File: src/rtl/std_lane_tx_framer_if.sv
// std_lane_tx_framer_if: descriptor, upstream-word and stack-bus lane signals of one framer lane
interface std_lane_tx_framer_if #(
    parameter int DATA_WIDTH = 32,
    parameter int LEN_WIDTH  = 16
);
    logic                  cfg_valid;
    logic [LEN_WIDTH-1:0]  cfg_num_words;
    logic                  cfg_ready;
    logic                  rf_valid;
    logic [DATA_WIDTH-1:0] rf_data;
    logic                  rf_ready;
    logic                  std_valid;
    logic [1:0]            std_cntl;
    logic [DATA_WIDTH-1:0] std_data;
    logic                  std_ready;
    logic                  busy;
    logic                  cfg_len_err;

    modport master (
        output cfg_valid, cfg_num_words, rf_valid, rf_data, std_ready,
        input  cfg_ready, rf_ready, std_valid, std_cntl, std_data, busy, cfg_len_err
    );

    modport slave (
        input  cfg_valid, cfg_num_words, rf_valid, rf_data, std_ready,
        output cfg_ready, rf_ready, std_valid, std_cntl, std_data, busy, cfg_len_err
    );
endinterface

File: src/rtl/std_lane_tx_framer.sv
// std_lane_tx_framer: buffers lane words in a FIFO and emits them as SOM/MOM/EOM framed messages
module std_lane_tx_framer #(
    parameter int DATA_WIDTH = 32,
    parameter int FIFO_DEPTH = 8,
    parameter int LEN_WIDTH  = 16
) (
    input  logic                  clk,
    input  logic                  reset_poweron,
    std_lane_tx_framer_if.slave   bus
);
    localparam int AW = $clog2(FIFO_DEPTH);

    typedef enum logic {IDLE, SEND} state_t;

    state_t                r_state, w_next;
    logic [DATA_WIDTH-1:0] r_mem [FIFO_DEPTH];
    logic [AW:0]           r_wptr, r_rptr;
    logic [LEN_WIDTH-1:0]  r_remaining;
    logic                  r_first, r_len_err;
    logic                  w_empty, w_full, w_push, w_pop, w_cfg_acc, w_cfg_zero, w_last;
    logic                  w_cfg_ready, w_busy, w_std_valid;
    logic [1:0]            w_std_cntl;
    logic [DATA_WIDTH-1:0] w_std_data;

    assign w_empty    = r_wptr == r_rptr;
    assign w_full     = (r_wptr[AW] != r_rptr[AW]) && (r_wptr[AW-1:0] == r_rptr[AW-1:0]);
    assign w_push     = bus.rf_valid && !w_full;
    assign w_pop      = w_std_valid && bus.std_ready;
    assign w_cfg_acc  = bus.cfg_valid && w_cfg_ready;
    assign w_cfg_zero = bus.cfg_num_words == '0;
    assign w_last     = r_remaining == LEN_WIDTH'(1);

    assign bus.cfg_ready   = w_cfg_ready;
    assign bus.rf_ready    = !w_full;
    assign bus.std_valid   = w_std_valid;
    assign bus.std_cntl    = w_std_cntl;
    assign bus.std_data    = w_std_data;
    assign bus.busy        = w_busy;
    assign bus.cfg_len_err = r_len_err;

    // state register
    always_ff @(posedge clk) begin
        if (reset_poweron) r_state <= IDLE;
        else               r_state <= w_next;
    end

    // next state: start on a non-zero descriptor, finish when the last word is taken
    always_comb begin
        w_next = r_state;
        if (r_state == IDLE) w_next = (w_cfg_acc && !w_cfg_zero) ? SEND : IDLE;
        else                 w_next = (w_pop && w_last) ? IDLE : SEND;
    end

    // outputs: lane word is only driven while sending with data available, else zeroed
    always_comb begin
        w_cfg_ready = (r_state == IDLE) && !reset_poweron;
        w_busy      = r_state == SEND;
        w_std_valid = (r_state == SEND) && !w_empty;
        w_std_cntl  = !w_std_valid        ? 2'b00 :
                      (r_first && w_last) ? 2'b00 :
                      r_first             ? 2'b01 :
                      w_last              ? 2'b11 : 2'b10;
        w_std_data  = w_std_valid ? r_mem[r_rptr[AW-1:0]] : '0;
    end

    // FIFO storage, written at the tail on every accepted upstream word
    always_ff @(posedge clk) begin
        if (w_push) r_mem[r_wptr[AW-1:0]] <= bus.rf_data;
    end

    // FIFO pointers with an extra wrap bit to tell full from empty
    always_ff @(posedge clk) begin
        if (reset_poweron) begin
            r_wptr <= '0;
            r_rptr <= '0;
        end else begin
            if (w_push) r_wptr <= r_wptr + (AW+1)'(1);
            if (w_pop)  r_rptr <= r_rptr + (AW+1)'(1);
        end
    end

    // message progress: words left and whether the next word opens the message
    always_ff @(posedge clk) begin
        if (reset_poweron) begin
            r_remaining <= '0;
            r_first     <= 1'b0;
        end else if (w_cfg_acc && !w_cfg_zero) begin
            r_remaining <= bus.cfg_num_words;
            r_first     <= 1'b1;
        end else if (w_pop) begin
            r_remaining <= r_remaining - LEN_WIDTH'(1);
            r_first     <= 1'b0;
        end
    end

    // one-cycle flag for a dropped zero-length descriptor
    always_ff @(posedge clk) begin
        if (reset_poweron) r_len_err <= 1'b0;
        else               r_len_err <= w_cfg_acc && w_cfg_zero;
    end
endmodule

File: src/flat_wrapper.sv
// flat-port wrapper written by rule: the top's interface ports become plain ports
module std_lane_tx_framer_flat 
#(
    parameter int DATA_WIDTH = 32,
    parameter int FIFO_DEPTH = 8,
    parameter int LEN_WIDTH  = 16
)
  (clk, reset_poweron, bus_cfg_valid, bus_cfg_num_words, bus_rf_valid, bus_rf_data, bus_std_ready, bus_cfg_ready, bus_rf_ready, bus_std_valid, bus_std_cntl, bus_std_data, bus_busy, bus_cfg_len_err);
  std_lane_tx_framer_if #(.DATA_WIDTH(DATA_WIDTH), .LEN_WIDTH(LEN_WIDTH)) bus_i ();
  input  logic clk;
  input  logic reset_poweron;
  input wire logic [$bits(bus_i.cfg_valid)-1:0] bus_cfg_valid;
  input wire logic [$bits(bus_i.cfg_num_words)-1:0] bus_cfg_num_words;
  input wire logic [$bits(bus_i.rf_valid)-1:0] bus_rf_valid;
  input wire logic [$bits(bus_i.rf_data)-1:0] bus_rf_data;
  input wire logic [$bits(bus_i.std_ready)-1:0] bus_std_ready;
  output wire logic [$bits(bus_i.cfg_ready)-1:0] bus_cfg_ready;
  output wire logic [$bits(bus_i.rf_ready)-1:0] bus_rf_ready;
  output wire logic [$bits(bus_i.std_valid)-1:0] bus_std_valid;
  output wire logic [$bits(bus_i.std_cntl)-1:0] bus_std_cntl;
  output wire logic [$bits(bus_i.std_data)-1:0] bus_std_data;
  output wire logic [$bits(bus_i.busy)-1:0] bus_busy;
  output wire logic [$bits(bus_i.cfg_len_err)-1:0] bus_cfg_len_err;
  assign bus_i.cfg_valid = bus_cfg_valid;
  assign bus_i.cfg_num_words = bus_cfg_num_words;
  assign bus_i.rf_valid = bus_rf_valid;
  assign bus_i.rf_data = bus_rf_data;
  assign bus_i.std_ready = bus_std_ready;
  assign bus_cfg_ready = bus_i.cfg_ready;
  assign bus_rf_ready = bus_i.rf_ready;
  assign bus_std_valid = bus_i.std_valid;
  assign bus_std_cntl = bus_i.std_cntl;
  assign bus_std_data = bus_i.std_data;
  assign bus_busy = bus_i.busy;
  assign bus_cfg_len_err = bus_i.cfg_len_err;
  std_lane_tx_framer #(.DATA_WIDTH(DATA_WIDTH), .FIFO_DEPTH(FIFO_DEPTH), .LEN_WIDTH(LEN_WIDTH)) u_core (.clk(clk), .reset_poweron(reset_poweron), .bus(bus_i));
endmodule
File: config.mk
export PLATFORM = sky130hd
export DESIGN_NAME = std_lane_tx_framer_flat
export DESIGN_NICKNAME = d
export VERILOG_FILES = /design/src/rtl/std_lane_tx_framer_if.sv /design/src/rtl/std_lane_tx_framer.sv /design/src/flat_wrapper.sv
export SDC_FILE = /design/constraint.sdc
export NUM_CORES = 1
export LEC_CHECK = 0
export CAP_MARGIN = 25
export CORE_AREA = 2 2 207 107
export DETAILED_ROUTE_END_ITERATION = 12
export DIE_AREA = 0 0 209 109
export PLACE_DENSITY = 0.75
export SKIP_CTS_REPAIR_TIMING = 1
export SYNTH_ARGS = -nofsm -noshare
export SYNTH_HDL_FRONTEND = slang
export SYNTH_SLANG_ARGS = --single-unit
File: constraint.sdc
create_clock -name clk -period 10.58 [get_ports clk]
set_clock_uncertainty 0.15 [all_clocks]
set_input_delay 1.587 -clock clk [delete_from_list [all_inputs] [get_ports clk]]
set_output_delay 1.587 -clock clk [all_outputs]
set_load 0.02 [all_outputs]
# After elaboration in Yosys (flattened, before gate mapping)
# Memory sizes are Yosys's and may differ from the RTL's. A register that Yosys moved wholly into a read port is not among the register bits.
# Index checks and enable logic that the tools add are counted.
[totals]
regBits = 27
ram_bits = 256
in_bits = 53
out_inout_bits = 39
elab_cells = 47
memories = 1
[memory_table]
columns = ["name", "depth", "width", "read_ports", "rd_ports_with_merged_regs", "write_ports", "line", "text"]
rows = [
  ["u_core.r_mem", 8, 32, 1, 1, 1, "std_lane_tx_framer.sv:16", "logic [DATA_WIDTH-1:0] r_mem [FIFO_DEPTH];"],
]
[classes]
add_sub_neg = 3
n_eq_ne = 4
n_mux = 16
bitwise_logic = 1
n_reduce_logical = 16
[ops]
columns = ["cell", "count"]
rows = [
  ["$mux W16", 2],
  ["$mux W32", 1],
  ["$eq A16 B1 Y1 const B", 1],
  ["$logic_not A16 Y1", 1],
  ["$sub A16 B1 Y16 const B", 1],
  ["$logic_and A1 B1 Y1", 10],
  ["$add A4 B1 Y4 const B", 2],
  ["$mux W1", 8],
  ["$mux W2", 3],
  ["$mux W3", 2],
  ["$eq A4 B4 Y1", 1],
  ["$logic_not A1 Y1", 4],
  ["$eq A3 B3 Y1", 1],
  ["$reduce_bool A2 Y1", 1],
  ["$ne A1 B1 Y1", 1],
  ["$not A1 Y1", 1],
]

# Logic depth before layout (Yosys ltp)
[depth]
word_depth = 7
depth_mapped = 7
mapped_depth_nobuf = 7

# Worst setup path before layout
# OpenSTA, ideal clock, no wires.
[synth_path]
kind = "input to register"
from = "input bus_rf_valid"
to = "memory u_core.r_mem[0][0] (enable)"
arrival_ps = 4413
required_ps = 9969
setup_slack_ps = 5555
stages = 4
path_buffers = 0
cell_sequence = "inv_1 -> a41oi_1 -> nand2b_1 -> nor3_1"
[synth_via]
elab_chain_len = 3
[synth_lines]
columns = ["element", "line", "text"]
rows = [
  ["start: declaration", "flat_wrapper.sv:14", "input wire logic [$bits(bus_i.rf_valid)-1:0] bus_rf_valid;"],
  ["$logic_and A1 B1 Y1", "std_lane_tx_framer.sv:27", "assign w_push = bus.rf_valid && !w_full;"],
  ["$mux W1", "std_lane_tx_framer.sv:68", "if (w_push) r_mem[r_wptr[AW-1:0]] <= bus.rf_data;"],
  ["$mux W1 (not written as such)", "std_lane_tx_framer.sv:68", ""],
  ["end: declaration", "std_lane_tx_framer.sv:16", ""],
]
# No other way between the ends.

# Final worst setup path
[layout_path]
from = "input reset_poweron"
to = "output bus_cfg_ready"
[layout_via]
elab_chain_len = 2
[layout_lines]
columns = ["element", "line", "text"]
rows = [
  ["start: declaration", "flat_wrapper.sv:11", "input logic reset_poweron;"],
  ["$logic_not A1 Y1", "std_lane_tx_framer.sv:56", "w_cfg_ready = (r_state == IDLE) && !reset_poweron;"],
  ["$logic_and A1 B1 Y1", "std_lane_tx_framer.sv:56", ""],
  ["end: declaration", "flat_wrapper.sv:17", "output wire logic [$bits(bus_i.cfg_ready)-1:0] bus_cfg_ready;"],
]
# No other way between the ends.

==> tab_implementation.tex <==
\begin{tabular}{lr}
\hline
Metric & Value \\
\hline
\multicolumn{2}{l}{\textbf{Yosys}} \\
\quad Number of enable-type register cells in the synthesized netlist & 256 \\
\quad Area share of the largest cell type after synthesis & 67.6\% \\
\quad Synthesized area divided by synthesized cell count & 18.8 µm² \\
\quad Area contributors post-synth & sky130\_fd\_sc\_hd\_\_edfxtp\_1 68\%, sky130\_fd\_sc\_hd\_\_mux4\_2 13\%, sky130\_fd\_sc\_hd\_\_dfxtp\_1 5.3\% \\
\quad Number of distinct standard cells referenced by the synthesized netlist & 48 \\
\quad Total of flip-flops plus latches after synthesis & 286 \\
\quad Cell type contributing the most total cell area after synthesis & sky130\_fd\_sc\_hd\_\_edfxtp\_1 \\
\quad Post-synthesis net count & 662 \\
\quad Top flip-flop cell by instance count after synthesis & sky130\_fd\_sc\_hd\_\_edfxtp\_1 \\
\quad Proportion of synthesized flip-flops having asynchronous set or reset & 0\% \\
\quad Part of the Yosys area used for sequential elements & 72.9\% \\
\quad Synthesized netlist cell count & 605 \\
\quad Post-synthesis instance area & 0.0114 mm² \\
\quad Yosys warns & 0 \\
\multicolumn{2}{l}{\textbf{Die}} \\
\quad Std-Cell Core Area & 0.0212 mm² \\
\quad I/O pin count & 92 \\
\quad Effective utilization at floorplan & 53.7\% \\
\quad Width of the die & 209 µm \\
\quad Std cell rows & 38 \\
\quad Chip Height & 109 µm \\
\quad Die Footprint & 0.0228 mm² \\
\multicolumn{2}{l}{\textbf{CTS}} \\
\quad Max clock buf depth & 3 \\
\quad Number of levels the H-tree was split into & 1 \\
\quad Clock buffers created by TritonCTS & 24 \\
\quad Clock root buffer & sky130\_fd\_sc\_hd\_\_clkbuf\_16 \\
\quad Clock tree from TritonCTS & built \\
\quad CTS clk-pin slew, worst paths & 0.07 ns \\
\quad Clock latency of the later-clocked register in the worst-skew pair & 0.51 ns \\
\quad Clock sink count & 286 \\
\multicolumn{2}{l}{\textbf{Pwr}} \\
\quad Static Leak & 4.22 nW \\
\quad IR Drop Worst-Case VDD & 0.168 mV \\
\quad Cell Pwr Density & 175 mW/mm² \\
\multicolumn{2}{l}{\textbf{STA}} \\
\quad Number of pins exceeding their max-slew limit in the final report & 0 \\
\quad Setup repair after global routing missed its margin & no \\
\quad Measured slew at the worst slew-check pin & 1.09 ns \\
\quad Worst-case headroom to the max-slew limit & 27.4\% \\
\quad Final period util & 49.5\% \\
\quad Setup TNS after final layout & 0 ns \\
\quad Final worst path period need & 5.24 ns \\
\quad Count of endpoints failing hold in the final timing report & 0 \\
\quad Total of endpoints with negative setup slack in the final report & 0 \\
\quad Max Fclk & 0.191 GHz \\
\multicolumn{2}{l}{\textbf{Place}} \\
\quad Placed cell count & 959 \\
\quad RD Place Congestion & 0.875 \\
\quad Half-perimeter wire length after placement & 12700 µm \\
\quad Number of input and output port buffers inserted & 91 \\
\multicolumn{2}{l}{\textbf{Critical path}} \\
\quad R2R cell count & 5 \\
\quad Data arrival time of the worst path & 3.51 ns \\
\quad CP Launch Type & input port \\
\quad Source of the worst register-to-register timing path & u\_core.r\_wptr[0] \\
\quad Data required time of the critical path & 8.84 ns \\
\quad Setup slack of the worst register-to-register path & 7.58 ns \\
\quad Maximum fanout along the worst path & 28 \\
\quad Worst flop-to-flop path endpoint & u\_core.r\_mem[0][0] \\
\quad Path type of the worst setup path & input port to primary output \\
\quad Setup crit end kind & primary output \\
\multicolumn{2}{l}{\textbf{Routing}} \\
\quad Drt pass-1 iters & 6 \\
\quad Count of routing violations after the opening detailed-route iteration & 544 \\
\quad Residual DRC & 0 \\
\quad Number of nets with antenna violations after detailed routing & 0 \\
\quad Total wire length after detailed routing & 22500 µm \\
\quad Vias & 6022 \\
\quad Vias per std cell & 6.00 \\
\quad Routed length per instance & 22.5 µm \\
\multicolumn{2}{l}{\textbf{Min path}} \\
\quad Number of cells on the worst hold path & 2 \\
\quad Hold path startpoint & u\_core.r\_remaining[13] \\
\quad Path class of the lowest-slack min-delay path & flip-flop to flip-flop \\
\quad Hold worst-path end & u\_core.r\_remaining[13] \\
\multicolumn{2}{l}{\textbf{Global routing}} \\
\quad Maximum number of pins on one net before global-route repair & 65 \\
\quad Total global routing overflow & 0 \\
\quad Overall fraction of global-route tracks in use & 20.3\% \\
\quad Number of global-route vias before repair & 6152 \\
\quad Initial antenna violation count & 0 \\
\quad Met3 demand-to-capacity share in global routing & 4.21\% \\
\quad Global-route layer with the greatest usage & met2 \\
\quad Global-route wire length before repair & 34800 µm \\
\quad Global Route met1 Usage & 29.9\% \\
\quad Global routing usage on met2 & 32.0\% \\
\multicolumn{2}{l}{\textbf{Cells and area}} \\
\quad Net count of the finished layout & 763 \\
\quad Share of post-route cells with drive strength above 1 & 18.5\% \\
\quad Most frequent cells in the layout & 256 x sky130\_fd\_sc\_hd\_\_edfxtp\_1, 91 x sky130\_fd\_sc\_hd\_\_clkdlybuf4s50\_1, 64 x sky130\_fd\_sc\_hd\_\_mux4\_2 \\
\quad Number of antenna repair diodes & 0 \\
\quad Synthesis-to-layout area growth & 19.0\% \\
\quad Fin cells & 1003 \\
\quad Most frequent standard cell in the layout excluding fill and tap cells & sky130\_fd\_sc\_hd\_\_edfxtp\_1 \\
\multicolumn{2}{l}{\textbf{Run status}} \\
\quad Run status & complete, no violations \\
\multicolumn{2}{l}{\textbf{Job}} \\
\quad Max Cap Viol & 0 \\
\hline
\end{tabular}
## metal layers
layer	part of all wire [%]	vias to the layer above
li1	-	2635
met2	45	230
met3	7.5	33
met5	0	-
met4	1.8	0
met1	45	3124
## stage by stage
step                      total power, mW  util (%)  cell area [µm²]  hold slack, ns  worst slack, ns
after floorplan                      1.39         -            11400           0.318             5.56
after global placement               1.45      59.8            12700           0.340             5.36
after detailed placement             1.46      59.8            12700           0.351             5.37
after CTS                            2.38      63.8            13500           0.363             5.37
after global routing                 2.44      63.9            13500           0.394             5.24
final                                2.37      63.9            13500           0.371             5.34
## Yosys cell counts, types with 3 or more instances
cell type and instances:
sky130_fd_sc_hd__edfxtp_1 256, sky130_fd_sc_hd__mux4_2 64, sky130_fd_sc_hd__nor2_1 63, sky130_fd_sc_hd__mux2i_1 33, sky130_fd_sc_hd__dfxtp_1 30, sky130_fd_sc_hd__clkbuf_1 19
sky130_fd_sc_hd__nand2_1 15, sky130_fd_sc_hd__a21oi_1 9, sky130_fd_sc_hd__buf_2 9, sky130_fd_sc_hd__inv_1 8, sky130_fd_sc_hd__nor3_1 8, sky130_fd_sc_hd__nor4_1 7
sky130_fd_sc_hd__xor2_1 7, sky130_fd_sc_hd__nand4_1 6, sky130_fd_sc_hd__xnor2_1 6, sky130_fd_sc_hd__a211oi_1 5, sky130_fd_sc_hd__a31oi_1 5, sky130_fd_sc_hd__or3_1 5
sky130_fd_sc_hd__and3_1 4, sky130_fd_sc_hd__ha_1 4, sky130_fd_sc_hd__nand2b_1 4, sky130_fd_sc_hd__and2_1 3, sky130_fd_sc_hd__o21ai_0 3, sky130_fd_sc_hd__o21bai_1 3
sky130_fd_sc_hd__xor2_2 3
## worst max-delay path by stage
stage	start	cells after the start	endpoint	slack, ns
5_1_grt	reset_poweron	3	bus_cfg_ready	5.24
2_1_floorplan	bus_rf_valid	4	u_core.r_mem[0][0]	5.56
3_5_place_dp	reset_poweron	3	bus_cfg_ready	5.37
3_3_place_gp	reset_poweron	3	bus_cfg_ready	5.36
6_report	reset_poweron	3	bus_cfg_ready	5.34
4_1_cts	reset_poweron	3	bus_cfg_ready	5.37
## sequential cells by signal, summed over array words and instances (netlist names), named ones only
signal                  flops
u_core.r_mem              256
u_core.r_remaining         16
u_core.r_rptr               4
u_core.r_wptr               4
u_core.bus.busy             1
u_core.bus.cfg_len_err      1
u_core.r_first              1
## layout make-up
class | count | area (µm²)
tap | 280 | 350
inverter | 8 | 30.0
timing repair buffer | 104 | 1030
fill | 1414 | 7640
sequential | 286 | 8290
multi-input combinational | 282 | 2980
clock inverter | 15 | 198
clock buffer | 28 | 637
## critical path, stage by stage
cell                              delay (ns)
sky130_fd_sc_hd__clkdlybuf4s50_1        0.97
sky130_fd_sc_hd__nor2_1                 0.31
sky130_fd_sc_hd__clkdlybuf4s50_1        0.64
## logic make-up after synthesis
logic type	synth area share, %
flops	72.9
buf+inv	1.35
compound gates	2.94
xor+xnor	1.43
mux	15.6
simple gates	5.32
fa+ha+maj	0.440
## report_power, final
group	internal, mW	switching [mW]
combinational	0.0702	0.0873
clock	0.552	0.381
sequential	1.26	0.0159
total	1.88	0.484
(Power assumes the default switching activity.)
